===== src/rtl/cache_valid_ctrl.sv =====
// Valid-bit manager for one cache set array: maps fill/invalidate/lookup onto a
// 2W/1R valid RAM and clears every line with a sweep after reset or flush.

module cache_valid_ram #(
  parameter int WIDTH  = 1,
  parameter int DEEPTH = 8
) (
  input  logic              clk,
  input  logic              wa_en,
  input  logic [DEEPTH-1:0] wa_addr,
  input  logic [WIDTH-1:0]  wa_data,
  input  logic              wb_en,
  input  logic [DEEPTH-1:0] wb_addr,
  input  logic [WIDTH-1:0]  wb_data,
  input  logic              rd_en,
  input  logic [DEEPTH-1:0] rd_addr,
  output logic [WIDTH-1:0]  rd_data
);
  logic [WIDTH-1:0] mem [2**DEEPTH];
  logic [WIDTH-1:0] rd_fwd;

  // Port A is written last so it wins a same-address collision.
  always_ff @(posedge clk) begin
    if (wb_en) mem[wb_addr] <= wb_data;
    if (wa_en) mem[wa_addr] <= wa_data;
  end

  // Same-cycle writes are forwarded so a read sees the value being written.
  always_comb begin
    rd_fwd = mem[rd_addr];
    if (wa_en && (wa_addr == rd_addr))      rd_fwd = wa_data;
    else if (wb_en && (wb_addr == rd_addr)) rd_fwd = wb_data;
  end

  always_ff @(posedge clk) begin
    if (rd_en) rd_data <= rd_fwd;
  end
endmodule

module cache_valid_ctrl #(
  parameter int IDX_W = 8
) (
  input  logic             clk,
  input  logic             rst_n,
  input  logic             lk_en,
  input  logic [IDX_W-1:0] lk_idx,
  output logic             lk_ack,
  output logic             lk_valid,
  input  logic             fill_en,
  input  logic [IDX_W-1:0] fill_idx,
  output logic             fill_ready,
  input  logic             inv_en,
  input  logic [IDX_W-1:0] inv_idx,
  input  logic             flush_req,
  output logic             busy,
  output logic             flush_done
);
  localparam int STAGES = 1;
  localparam logic [IDX_W-1:0] CNT_MAX = '1;

  typedef enum logic {ST_SWEEP, ST_IDLE} state_e;

  typedef struct packed {
    logic             en;
    logic [IDX_W-1:0] addr;
  } wr_req_t;

  state_e           state_q, state_d;
  logic [IDX_W-1:0] cnt_q, cnt_d;
  logic             done_d, flush_done_q;
  wr_req_t          wa, wb;
  logic             rd_data;
  logic [STAGES:0]  vld_pipe;
  logic [STAGES:0]  zero_pipe;

  always_ff @(posedge clk or negedge rst_n) begin
    if (!rst_n) begin
      state_q      <= ST_SWEEP;
      cnt_q        <= '0;
      flush_done_q <= 1'b0;
    end else begin
      state_q      <= state_d;
      cnt_q        <= cnt_d;
      flush_done_q <= done_d;
    end
  end

  always_comb begin
    state_d = state_q;
    cnt_d   = cnt_q;
    done_d  = 1'b0;
    wa      = '{en: 1'b0, addr: fill_idx};
    wb      = '{en: 1'b0, addr: inv_idx};
    unique case (state_q)
      ST_SWEEP: begin
        // Sweep owns port B; requests other than lookups are dropped.
        wb    = '{en: 1'b1, addr: cnt_q};
        cnt_d = cnt_q + 1'b1;
        if (cnt_q == CNT_MAX) begin
          state_d = ST_IDLE;
          done_d  = 1'b1;
        end
      end
      ST_IDLE: begin
        wa.en = fill_en;
        wb.en = inv_en;
        cnt_d = '0;
        if (flush_req) state_d = ST_SWEEP;
      end
      default: state_d = ST_SWEEP;
    endcase
  end

  assign vld_pipe[0]  = lk_en;
  assign zero_pipe[0] = lk_en && (state_q == ST_SWEEP);

  // Lookups taken during a sweep report invalid whatever the RAM holds.
  always_ff @(posedge clk or negedge rst_n) begin
    if (!rst_n) begin
      vld_pipe[STAGES:1]  <= '0;
      zero_pipe[STAGES:1] <= '0;
    end else begin
      vld_pipe[STAGES:1]  <= vld_pipe[STAGES-1:0];
      zero_pipe[STAGES:1] <= zero_pipe[STAGES-1:0];
    end
  end

  cache_valid_ram #(
    .WIDTH  (1),
    .DEEPTH (IDX_W)
  ) u_ram (
    .clk     (clk),
    .wa_en   (wa.en),
    .wa_addr (wa.addr),
    .wa_data (1'b1),
    .wb_en   (wb.en),
    .wb_addr (wb.addr),
    .wb_data (1'b0),
    .rd_en   (lk_en),
    .rd_addr (lk_idx),
    .rd_data (rd_data)
  );

  assign lk_ack     = vld_pipe[STAGES];
  assign lk_valid   = vld_pipe[STAGES] && !zero_pipe[STAGES] && rd_data;
  assign busy       = (state_q == ST_SWEEP);
  assign fill_ready = (state_q == ST_IDLE);
  assign flush_done = flush_done_q;
endmodule

===== config.mk =====
export PLATFORM = sky130hd
export DESIGN_NAME = cache_valid_ctrl
export DESIGN_NICKNAME = d
export VERILOG_FILES = /design/src/rtl/cache_valid_ctrl.sv
export SDC_FILE = /design/constraint.sdc
export NUM_CORES = 1
export LEC_CHECK = 0
export ABC_CLOCK_PERIOD_IN_PS = 2200
export BUFFER_PORTS_ARGS = -buffer_cell sky130_fd_sc_hd__buf_2
export CORE_ASPECT_RATIO = 1.4
export CORE_MARGIN = 3
export CORE_UTILIZATION = 38
export CTS_BUF_LIST = sky130_fd_sc_hd__clkbuf_2 sky130_fd_sc_hd__clkbuf_4 sky130_fd_sc_hd__clkbuf_8
export CTS_CLUSTER_DIAMETER = 120
export DETAILED_ROUTE_END_ITERATION = 6
export PLACE_DENSITY = 0.57
export SYNTH_ARGS = -nofsm -noshare
export SYNTH_HDL_FRONTEND = slang
export SYNTH_SLANG_ARGS = --single-unit

===== constraint.sdc =====
create_clock -name clk -period 2.2 [get_ports clk]
set_clock_uncertainty 0.15 [all_clocks]
set_input_delay 0.11 -clock clk [delete_from_list [all_inputs] [get_ports clk]]
set_output_delay 0.11 -clock clk [all_outputs]
set_load 0.02 [all_outputs]

* Word-level counts from Yosys, hierarchy flattened
Memories as Yosys holds them, arrays and structs flattened. A register that Yosys moved wholly into a read port is not among the register bits.
Cells that the tools add are included.
** Storage, ports and cells
- Flip-flop bits (word level) :: 12
- Input bits :: 30
- Memories kept :: 1
- RAM bits :: 256
** Memories
- u_ram.mem :: words 256, bits a word 1, rd ports 1, clocked after Yosys merged registers in 1, write ports 2, RTL line 19 : logic [WIDTH-1:0] mem [2**DEEPTH];
** Cells by class
- Mux-type cells :: 12
- Reductions and logical operators :: 5
- Equal/unequal tests :: 2
- $add $sub $neg :: 1
- Bitwise logic cells :: 1
** Operators with widths (number)
- $pmux 8 s2 :: 1
- $add 8x1->8 const B :: 1
- $eq 8x8->1 :: 1
- $eq 8x8->1 const B :: 1
- $mux 1 :: 8
- $mux 8 :: 1
- $logic_and 1x1->1 :: 4
- $pmux 1 s2 :: 2
- $logic_not 1->1 :: 1
- $not 1->1 :: 1

* Depth between registers and ports, before layout
Gate-level depths: netlist of run 1.
- Word-level depth :: 4
- Mapped depth :: 11

* Modules after synthesis
A second synthesis of run 1 with hierarchy kept.
** Second synthesis, totals
- Cells, all modules :: 1682
- Area, all modules :: 17194.0 um2
** By module, submodules not included
- cache_valid_ram :: instances 1, sequential area each 7717.4 um2, area each 16589.7 um2, cells each 1620
- cache_valid_ctrl :: instances 1, sequential area each 300.3 um2, area each 604.3 um2, cells each 62

* Least setup slack after synthesis of run 1
OpenSTA, ideal clock, no wires.
- Path kind :: register to register
- Start point :: register state_q (netlist: fill_ready)
- End point :: register u_ram.rd_data (read register of u_ram.mem) (data pin)
- Slack :: -0.361 ns
- Buffers on the path :: 3
- Arrival time :: 2.150 ns
- Setup time :: 0.261 ns
- Cell stages (with the launch flop) :: 11
- Data required time :: 1.789 ns
- Cell sequence :: dfrtp_1 > buf_2 > clkbuf_1 > buf_1 > mux2i_1 > xor2_1 > nand4_1 > nor4_1 > a21oi_1 > nand4_1 > o41ai_1
** On the way
- Longest elaborated chain between the ends :: 2
** RTL lines
- start: declaration :: RTL line 68 : state_e state_q, state_d;
- start signal: assignment :: RTL line 82 : state_q <= state_d;
- $mux 1 :: RTL line 94 : unique case (state_q)
- $logic_and 1x1->1 :: RTL line 31 : if (wa_en && (wa_addr == rd_addr)) rd_fwd = wa_data;
- end: declaration :: RTL line 17 : output logic [WIDTH-1:0] rd_data
No other way between the ends.

==> results of run 1 <==
## state kept, by name (all words and copies together) (netlist names)
register / cells
flush_done: 1
cnt_q: 8
u_ram.rd_data: 1
u_ram.mem: 256
fill_ready: 1
zero_pipe: 1
lk_ack: 1
## final cells by class
cell class,count,share of cell area [%]
sequential,269,38.5
timing repair buffer,171,10.8
clock buffer,65,5.73
inverter,9,0.238
multi-input combinational,865,41.2
antenna,1,0.0176
clock inverter,5,0.194
tap,385,3.40
## power by group
group / total [mW] / internal [mW] / switching, mW
combinational: 2.79 / 1.07 / 1.72
clock: 4.32 / 2.34 / 1.98
sequential: 5.08 / 4.96 / 0.124
## routing by layer
metal	vias to the layer above	share of wire, %	routed length (µm)
met2	493	49	20700
met1	5282	39	16300
met5	-	0	0
met3	144	7.3	3070
li1	4843	-	-
met4	0	5.2	2210
## stage by stage
stage | setup WS [ns] | area (µm²)
after global placement | -0.404 | 13000
after detailed placement | -0.418 | 13000
after global routing | -0.245 | 14200
after CTS | -0.216 | 14000
final | -0.231 | 14200
after floorplan | -0.0631 | 11700
## worst max-delay path: stages, from the launching register on
cell and delay [ns]:
dfxtp_1 0.31, mux4_2 0.47, mux4_2 0.49, and3_4 0.18, or4_4 0.44, nand4_1 0.09, o41ai_1 0.06
## path summary, 6_finish.rpt
kind / end
worst max-delay path: u_ram.rd_data$_SDFFCE_PP1P_
worst min-delay path: u_ram.rd_data$_SDFFCE_PP1P_
worst max register to register: u_ram.rd_data$_SDFFCE_PP1P_
worst min register to register: u_ram.mem[118]$_DFF_P_
max in group asynchronous: fill_ready$_DFF_PN0_
min in group asynchronous: lk_ack$_DFF_PN0_
## logic make-up (layout without fill, tap and decap cells)
family / Yosys count / in the layout / share of synthesized area, %
fa+ha+maj: 1 / 1 / 0.108
flops: 269 / 269 / 46.9
compound gates: 565 / 565 / 25.4
simple gates: 193 / 193 / 8.08
mux: 83 / 83 / 13.7
buf+inv: 122 / 250 / 4.17
other cells: 0 / 1 / 0
xor+xnor: 23 / 23 / 1.73
## cell usage in the layout, fill, tap and decap left out, types with 4 or more instances in the layout
master,count
o22ai_1,13
mux2i_1,14
dlygate4sd3_1,15
o21ai_0,509
mux2_2,8
o21ai_1,8
nand2_2,7
nand3_2,5
clkbuf_4,13
dfrtp_1,11
clkinv_2,4
inv_1,7
nor4_1,6
clkbuf_8,52
dfxtp_1,255
a22oi_1,8
buf_2,32
o221ai_1,5
buf_6,4
buf_4,98
nand4_1,13
nor2b_1,14
and3_1,5
xnor2_1,11
nand2_1,57
nand2b_1,4
xor2_1,12
mux4_2,58
nand3_1,43
nor2_1,20
buf_12,22
## repair_timing
| item | in CTS | in global routing |
|---|---|---|
| pin swaps | 2 | 3 |
| endpoints found under the hold margin | 33 | 0 |
| endpoints found under the setup margin | 150 | 180 |
| resized for setup | 13 | 33 |
| setup buffers | 0 | 5 |
| hold buffers | 15 | 0 |
==> impl_metrics.toml, run 1 <==
[status]
status = "finished with violations"
violations = "setup timing"

[floorplanning]
die_x_um = 154
die-area_mm2 = 0.0328
rows = 75
io-pin-count = 35
coreArea_mm2 = 0.0301
start_util_pct = 38.6
die_h_um = 213

[min_path]
hold_depth = 6
hp-start = "inv_en"
hp-class = "input pin to register"

[grt]
grt_overflow = 0
grtUsageTotal_pct = 25.3
grt_max_degree = 21
met1_usage_pct = 30.1
top_usage_layer = "met2"
grt_pass1_vias = 10500
antenna_found_initial = 0
grt_use_met3_pct = 5.29
grtUsageMet2_pct = 43.2
grt_pass1_wl_um = 63500

[finish]
n_fill_cell = 2882
layout-drive-gt1-share_pct = 23.3
nets = 1390
multi_input_area_mm2 = 0.00584
final_cell_count_no_fill = 1770
post-route-util_pct = 47.1
syn_to_final_growth_pct = 21.9
seqCellArea_mm2 = 0.00546

[synthesis]
syn_area_per_cell_um2 = 9.26
syn_area_mm2 = 0.0116
netlist-cell-type-count = 49
synth_edf_count = 1
async_reset_ff_share_pct = 4.46
ys.flop_type = "dfxtp_1"
syn_inst = 1256
ys_seq_area_share_pct = 46.9
yosysWarnings = 0
yosys-top-cells-count = "o21ai_0, dfxtp_1, clkbuf_1, nand2_1, mux4_2"
yosysTopAreaCellShare_pct = 44.0
synth_nets = 1287
synthTopCellsByArea = "dfxtp_1, o21ai_0, mux4_2"
ys_seq_elements = 269
yosys.area.top_type = "dfxtp_1"
yosys.cell_count.top_type = "o21ai_0"

[worst_setup_path]
end_kind = "register"
critPathKind = "register to register"
startpoint = "u_ram.mem[71]$_DFF_P_"
r2r_cells = 6
r2r_slack_ns = -0.23
rr_startpoint = "u_ram.mem[71]$_DFF_P_"
worstPathRequired_ns = 2.37
critPathArrivalTime_ns = 2.60
start_kind = "register"
crit_fanout = 2

[detailed_routing]
drt-initial-drc-count = 1100
wl_per_cell_um = 23.9
vias_per_cell = 6.08
drt-total-wl_um = 42300
drt.antenna.violating_nets = 0
drtPass1Iterations = 5
drc_errors = 0
num_vias = 10800

[sta]
timing.final.max_slew_violations = 0
layout_setup_ws_ns = -0.231
final_hold_viol_count = 0
holdWs_ns = 0.0462
worst_pin_slew_ns = 0.582
max_freq_ghz = 0.411
rsz0062_at_grt = "true"
slew_headroom_pct = 61.1
timing.final.crit_share_pct = 110
min_period_ns = 2.43
setup_viol = 1
finalSetupTns_ns = -0.231

[placed_design]
hpwl_um = 27400
dp_cells = 1679
gp_congestion = 0.901
buffer_ports.inserted = 34

[power]
finalPower_mw = 12.2
power_density_mw_per_mm2 = 859
vdd_drop_max_mv = 0.337
p_leak_nw = 5.05

[clock_tree]
htreeDepth = 2
cts_tree = "done"
cts_sinks = 269
clkTransAtPathRegs_ns = 0.07
cts_buffers = 43
ctsLongestPathBuffers = 3
clk_latency_ns = 0.57
cts-root-buf = "clkbuf_8"

[run]
maxCapViolCount = 0
(Power assumes the default switching activity.)
==> inputs of run 2 (changes only) <==
--- a/config.mk
+++ b/config.mk
@@ -5,6 +5,7 @@
 export SDC_FILE = /design/constraint.sdc
 export NUM_CORES = 1
 export LEC_CHECK = 0
+export ABC_AREA = 1
 export ABC_CLOCK_PERIOD_IN_PS = 2200
 export BUFFER_PORTS_ARGS = -buffer_cell sky130_fd_sc_hd__buf_2
 export CORE_ASPECT_RATIO = 1.4
@@ -12,8 +13,10 @@
 export CORE_UTILIZATION = 38
 export CTS_BUF_LIST = sky130_fd_sc_hd__clkbuf_2 sky130_fd_sc_hd__clkbuf_4 sky130_fd_sc_hd__clkbuf_8
 export CTS_CLUSTER_DIAMETER = 120
+export CTS_CLUSTER_SIZE = 25
 export DETAILED_ROUTE_END_ITERATION = 6
 export PLACE_DENSITY = 0.57
 export SYNTH_ARGS = -nofsm -noshare
 export SYNTH_HDL_FRONTEND = slang
+export SYNTH_HIERARCHICAL = 1
 export SYNTH_SLANG_ARGS = --single-unit
==> run 2 against run 1 <==
Net effect:
- power about the same
- critical path depth grew 5
- first-iteration DRC count is 82% higher
- area after synthesis up 45%
- design area up 40%
- non-clock buffer count is 56 higher
- largest power group unchanged
- the flow still finishes with violations (setup timing)
- sequential cell count did not move
- clock power is 45% lower
- utilization down 1.5 points
==> impl_metrics.toml, run 2 <==
[finish]
top_register = "u_ram/mem"
layout-drive-gt1-share_pct = 14.0
final_cell_count_no_fill = 2922
seqCellArea_mm2 = 0.00802
nets = 2394
n_fill_cell = 4301
final_cell_mix = "nand2_1, o21ai_0, edfxtp_1"
multi_input_area_mm2 = 0.00807
largest_register_ffs = 256
syn_to_final_growth_pct = 17.4
top_regs = "u_ram/mem: 256 flops, cnt_q: 8 flops"
design_area_mm2 = 0.0198
final_common_cell = "nand2_1"

[grt]
antenna_found_initial = 3
grt_pass1_wl_um = 94500
grt_pass1_vias = 15900
grtUsageTotal_pct = 26.1
grt_max_degree = 244
grt_overflow = 0

[floorplanning]
rows = 90
die_h_um = 255
io-pin-count = 35
coreArea_mm2 = 0.0435
die_x_um = 184
die-area_mm2 = 0.0470
start_util_pct = 38.8

[detailed_routing]
wl_per_cell_um = 22.3
drtPass1Iterations = 5
drc_errors = 0
vias_per_cell = 5.82
num_vias = 17000
drt-total-wl_um = 65100
drt-initial-drc-count = 1997
drt.antenna.violating_nets = 0

[clock_tree]
cts_tree = "done"
htreeDepth = 1
clkTransAtPathRegs_ns = 0.18
cts_sinks = 269
clk_latency_ns = 0.59
ctsLongestPathBuffers = 3
cts_buffers = 14
cts-root-buf = "clkbuf_8"

[sta]
slew_headroom_pct = 58.7
worst_pin_slew_ns = 0.618
setup_viol = 83
final_hold_viol_count = 0
timing.final.max_slew_violations = 0
timing.final.crit_share_pct = 108
finalSetupTns_ns = -1.84
rsz0062_at_grt = "true"
layout_setup_ws_ns = -0.180
min_period_ns = 2.38
max_freq_ghz = 0.420

[worst_setup_path]
r2r_slack_ns = -0.18
rr_endpoint = "u_ram/rd_data$_DFFE_PP_"
crit_fanout = 6
worstPathRequired_ns = 2.42
end_kind = "register"
start_kind = "register"
rr_startpoint = "fill_ready$_DFF_PN0_"
r2r_cells = 11
critPathKind = "register to register"
endpoint = "u_ram/rd_data$_DFFE_PP_"
startpoint = "fill_ready$_DFF_PN0_"
critPathArrivalTime_ns = 2.60

[min_path]
hp-class = "input pin to register"

[power]
p_clk_share_pct = 19.5
cell_internal_pwr_mw = 7.78
vdd_drop_max_mv = 0.385
net-switching-power_mw = 4.40
power_density_mw_per_mm2 = 614
comb_power_share_pct = 32.4
pwr-share-seq_pct = 48.1
swShare_pct = 36.1
p_leak_nw = 7.61

[placed_design]
postPlaceCellArea_mm2 = 0.0190
dp_slack_ns = -0.0929
hpwl_um = 39800
gp_congestion = 0.898
dp_cells = 2877
buffer_ports.inserted = 34

[synthesis]
ys_seq_area_share_pct = 47.5
synth_edf_count = 257
synth_nets = 2330
synthTopCellsByArea = "edfxtp_1, nand2_1, o21ai_0"
yosys.area.top_type = "edfxtp_1"
netlist-cell-type-count = 29
ys_seq_elements = 269
syn_inst = 2299
syn_area_per_cell_um2 = 7.34
yosys-top-cells-count = "nand2_1, o21ai_0, edfxtp_1, nand3_1, nor2_1"
yosysWarnings = 6
async_reset_ff_share_pct = 4.46
syn_area_mm2 = 0.0169
yosys.cell_count.top_type = "nand2_1"
ys.flop_type = "edfxtp_1"
yosysTopAreaCellShare_pct = 45.7

[run]
maxCapViolCount = 0

[status]
status = "finished with violations"
violations = "setup timing"
run 2: cell types whose count changed in the layout (fill, tap and decap cells not counted), moves of 37 or more:
| cell | change |
|---|---|
| nand2_1 | +779 |
| nor2_1 | +72 |
| nand3_1 | +208 |
| o21ai_0 | -146 |
| clkbuf_8 | -37 |
| mux4_2 | -58 |
| edfxtp_1 | +256 |
| o21ai_1 | +99 |
| dfxtp_1 | -255 |
| inv_1 | +66 |
run 2: cell families after synthesis:
kind of cell | Yosys count | synth area share, %
DFF | 269 | 47.5
xor gates and xnor gates | 2 | 0.104
and+or+nand+nor | 1228 | 29.8
other | 2 | 0.0445
adders and majority gates | 1 | 0.0741
AOI/OAI and AO/OA | 533 | 16.0
buffers and inverters | 264 | 6.41
run 2: timing repair:
item                                    CTS  global route
setup buffers                             2             9
resized for setup                        35           190
endpoints found under the setup margin  219           363
hold endpoints to repair                 19             0
hold buffers                              6             0
pin swaps                                 0            11
gates cloned                              0             5
run 2: worst min path at each step:
stage / start / end / slack (ns) / cells past startpoint
floorplan: rst_n / cnt_q[0]$_DFF_PN0_ / -0.34 / 0
global placement: rst_n / lk_ack$_DFF_PN0_ / -0.15 / 1
detailed placement: rst_n / lk_ack$_DFF_PN0_ / -0.14 / 1
CTS: lk_idx[7] / u_ram/rd_data$_DFFE_PP_ / 0.002 / 6
global route: lk_idx[7] / u_ram/rd_data$_DFFE_PP_ / 0.02 / 6
finish: lk_idx[7] / u_ram/rd_data$_DFFE_PP_ / 0.05 / 6
run 2: per-layer routing:
metal / up-vias / wire (µm) / global-route usage [%]
met5: - / 0 / 0
met4: 0 / 4190 / 14.8
met2: 812 / 31100 / 43.5
li1: 7941 / - / -
met3: 188 / 5120 / 2.58
met1: 8056 / 24600 / 32.9
run 2: worst max-delay path, stage by stage, from the launching register on:
cell,delay (ns)
dfrtp_2,0.51
inv_4,0.11
buf_12,0.10
or2_1,0.16
o21ai_0,0.15
nor3_1,0.21
and3_1,0.22
nand4_1,0.18
nor2_1,0.15
nor2_1,0.06
nand2_1,0.09
nand2_1,0.08
run 2: layout make-up:
type / count / area share [%]
flip-flops and latches: 269 / 40.5
repair buffers: 227 / 12.4
clock inverters: 1 / 0.0442
multi-input cells: 1766 / 40.7
well taps: 552 / 3.49
diodes: 4 / 0.0505
clock buffers: 18 / 1.16
inverters: 85 / 1.65
run 2: power groups by stage:
stage | clock network [mW] | logic (mW) | registers [mW]
6_report | 2.37 | 3.95 | 5.85
5_1_grt | 2.58 | 4.21 | 5.87
4_1_cts | 2.43 | 3.59 | 5.85
3_5_place_dp | 0 | 3.53 | 5.97
3_3_place_gp | 0 | 3.51 | 5.96
2_1_floorplan | 0 | 1.69 | 5.95
run 2: stage by stage:
| stage | power (mW) | hold WS [ns] | util, % |
|---|---|---|---|
| finish | 12.2 | 0.0459 | 45.6 |
| global route | 12.7 | 0.0172 | 45.6 |
| CTS | 11.9 | 0.00178 | 44.5 |
| detailed placement | 9.50 | -0.142 | 43.7 |
| global placement | 9.47 | -0.150 | 43.7 |
| floorplan | 7.65 | -0.336 | - |
==> inputs of run 3 (changes only) <==
--- a/config.mk
+++ b/config.mk
@@ -16,6 +16,7 @@
 export CTS_CLUSTER_SIZE = 25
 export DETAILED_ROUTE_END_ITERATION = 6
 export PLACE_DENSITY = 0.57
+export RECOVER_POWER = 100
 export SYNTH_ARGS = -nofsm -noshare
 export SYNTH_HDL_FRONTEND = slang
 export SYNTH_HIERARCHICAL = 1
==> run 3 against run 2 <==
Net effect:
- power barely moved
- highest routed layer unchanged
- critical path depth did not move
- global-route usage did not move
- sequential power barely moved
- setup slack improved by 0.0066 ns
- largest cell class unchanged
- the run still ends with setup timing left
- design area barely moved
- critical path type unchanged
- final cell count did not move
- count of clock-buffer cells in the layout did not move
==> impl_metrics.toml, run 3 (synthesized netlist as in run 2, its figures left out) <==
[run]
maxCapViolCount = 0

[detailed_routing]
met1_length_um = 24500
num_vias = 17000
vias_per_cell = 5.81
drt-initial-drc-count = 1998
met3_length_um = 5130
drt-total-wl_um = 65000
wl_per_cell_um = 22.2
drc_errors = 0
drtPass1Iterations = 5
wl_met2_um = 31200
dr.max_layer_used = "met4"
drt.antenna.violating_nets = 0

[floorplanning]
io-pin-count = 35
start_util_pct = 38.8
die_h_um = 255
rows = 90
die-area_mm2 = 0.0470
die_x_um = 184
coreArea_mm2 = 0.0435

[power]
finalPower_mw = 12.2
p_clk_share_pct = 19.5
comb_power_share_pct = 32.4
pwr-share-seq_pct = 48.1
swShare_pct = 36.1
net-switching-power_mw = 4.39
p_leak_nw = 7.61
cell_internal_pwr_mw = 7.78
vdd_drop_max_mv = 0.385
power_density_mw_per_mm2 = 614

[sta]
rsz0062_at_grt = "true"
final_hold_viol_count = 0
timing.final.max_slew_violations = 0
holdWs_ns = 0.0156
max_freq_ghz = 0.421
layout_setup_ws_ns = -0.174
finalSetupTns_ns = -1.61
min_period_ns = 2.37
worst_pin_slew_ns = 0.618
setup_viol = 74
slew_headroom_pct = 58.7
timing.final.crit_share_pct = 108

[grt]
antenna_found_initial = 3
grt_pass1_wl_um = 94500
grt_overflow = 0
grt_pass1_vias = 15900
grtUsageTotal_pct = 26.1
grt_max_degree = 244

[worst_setup_path]
cpLargestDelayFamily = "simple AND/OR/NAND/NOR gates"
crit_fanout = 6
slowest_stage = "dfrtp_2"
worstPathRequired_ns = 2.42
r2r_cells = 11
critPathKind = "register to register"
cpPeakStageDelay_ns = 0.51
end_kind = "register"
critPathArrivalTime_ns = 2.59
critPathBufInv = 2
cp_cell_sequence = "inv_4 > buf_12 > or2_1 > o21ai_0 > nor3_1 > and3_1 > nand4_1 > nor2_1 > nor2_1 > nand2_1 > nand2_1"
cp.depth = 11
start_kind = "register"

[placed_design]
postPlaceCellArea_mm2 = 0.0190
gp_congestion = 0.898
dp_slack_ns = -0.0929
hpwl_um = 39800
dp_cells = 2877
buffer_ports.inserted = 34

[clock_tree]
cts_buffers = 14
cts_sinks = 269
ctsLongestPathBuffers = 3
clkTransAtPathRegs_ns = 0.18
cts_tree = "done"
cts-root-buf = "clkbuf_8"
htreeDepth = 1
clk_latency_ns = 0.59

[finish]
final_cell_count_no_fill = 2922
top_register = "u_ram/mem"
largest_register_ffs = 256
layout-drive-gt1-share_pct = 14.0
final_cell_mix = "nand2_1, o21ai_0, edfxtp_1"
top_regs = "u_ram/mem: 256 flops, cnt_q: 8 flops"
design_area_mm2 = 0.0198
final_common_cell = "nand2_1"
nets = 2394
n_fill_cell = 4302
syn_to_final_growth_pct = 17.4
post-route-util_pct = 45.6

[status]
violations = "setup timing"
status = "finished with violations"

[min_path]
hold_depth = 6
hp-class = "input pin to register"
-- run 3: cell count changes in the layout (fill, tap and decap cells not counted) --
cell	delta
buf_2	-1
clkbuf_1	+1
-- run 3: final cells by class --
| cell class | count | area [µm²] | area share (%) |
|---|---|---|---|
| Timing Repair Buffer | 227 | 2460 | 12.4 |
| Clock buffer | 18 | 229 | 1.16 |
| Clock inverter | 1 | 8.76 | 0.0442 |
| Antenna cell | 4 | 10.0 | 0.0505 |
| Tap cell | 552 | 691 | 3.49 |
| Sequential cell | 269 | 8020 | 40.5 |
| Inverter | 85 | 328 | 1.65 |
| Multi-Input combinational cell | 1766 | 8070 | 40.7 |
-- run 3: worst min-delay path: stages --
cell     delay, ns
buf_2         0.15
nand3_1       0.09
nand3_1       0.08
nand3_1       0.09
nand2_1       0.06
nand2_1       0.08
-- run 3: power by group through the flow --
stage | Clock [mW] | Combinational, mW | Sequential (mW)
2_1_floorplan | 0 | 1.69 | 5.95
3_3_place_gp | 0 | 3.51 | 5.96
3_5_place_dp | 0 | 3.53 | 5.97
6_report | 2.37 | 3.95 | 5.85
4_1_cts | 2.43 | 3.59 | 5.85
5_1_grt | 2.58 | 4.21 | 5.87
-- run 3: timing repair --
action                                  in CTS  in global routing
hold buffers                                 6                  0
gates resized for setup                     35                190
setup buffers                                2                  9
pin swaps                                    0                 11
hold endpoints to repair                    19                  0
endpoints found under the setup margin     219                363
cloned                                       0                  5
-- run 3: path summary, 6_finish.rpt --
kind | start | to | slack (ns)
hold / removal | lk_idx[7] | u_ram/rd_data$_DFFE_PP_ | 0.02
setup reg to reg | fill_ready$_DFF_PN0_ | u_ram/rd_data$_DFFE_PP_ | -0.17
max in group asynchronous | rst_n | fill_ready$_DFF_PN0_ | 1.11
hold reg to reg | cnt_q[0]$_DFF_PN0_ | cnt_q[0]$_DFF_PN0_ | 0.31
min in group asynchronous | rst_n | lk_ack$_DFF_PN0_ | 0.39
setup / recovery | fill_ready$_DFF_PN0_ | u_ram/rd_data$_DFFE_PP_ | -0.17
-- run 3: layer usage --
layer / up-vias / global-route usage, %
met5: - / 0
met4: 0 / 14.8
met3: 188 / 2.58
met2: 806 / 43.5
met1: 8052 / 32.9
li1: 7941 / -
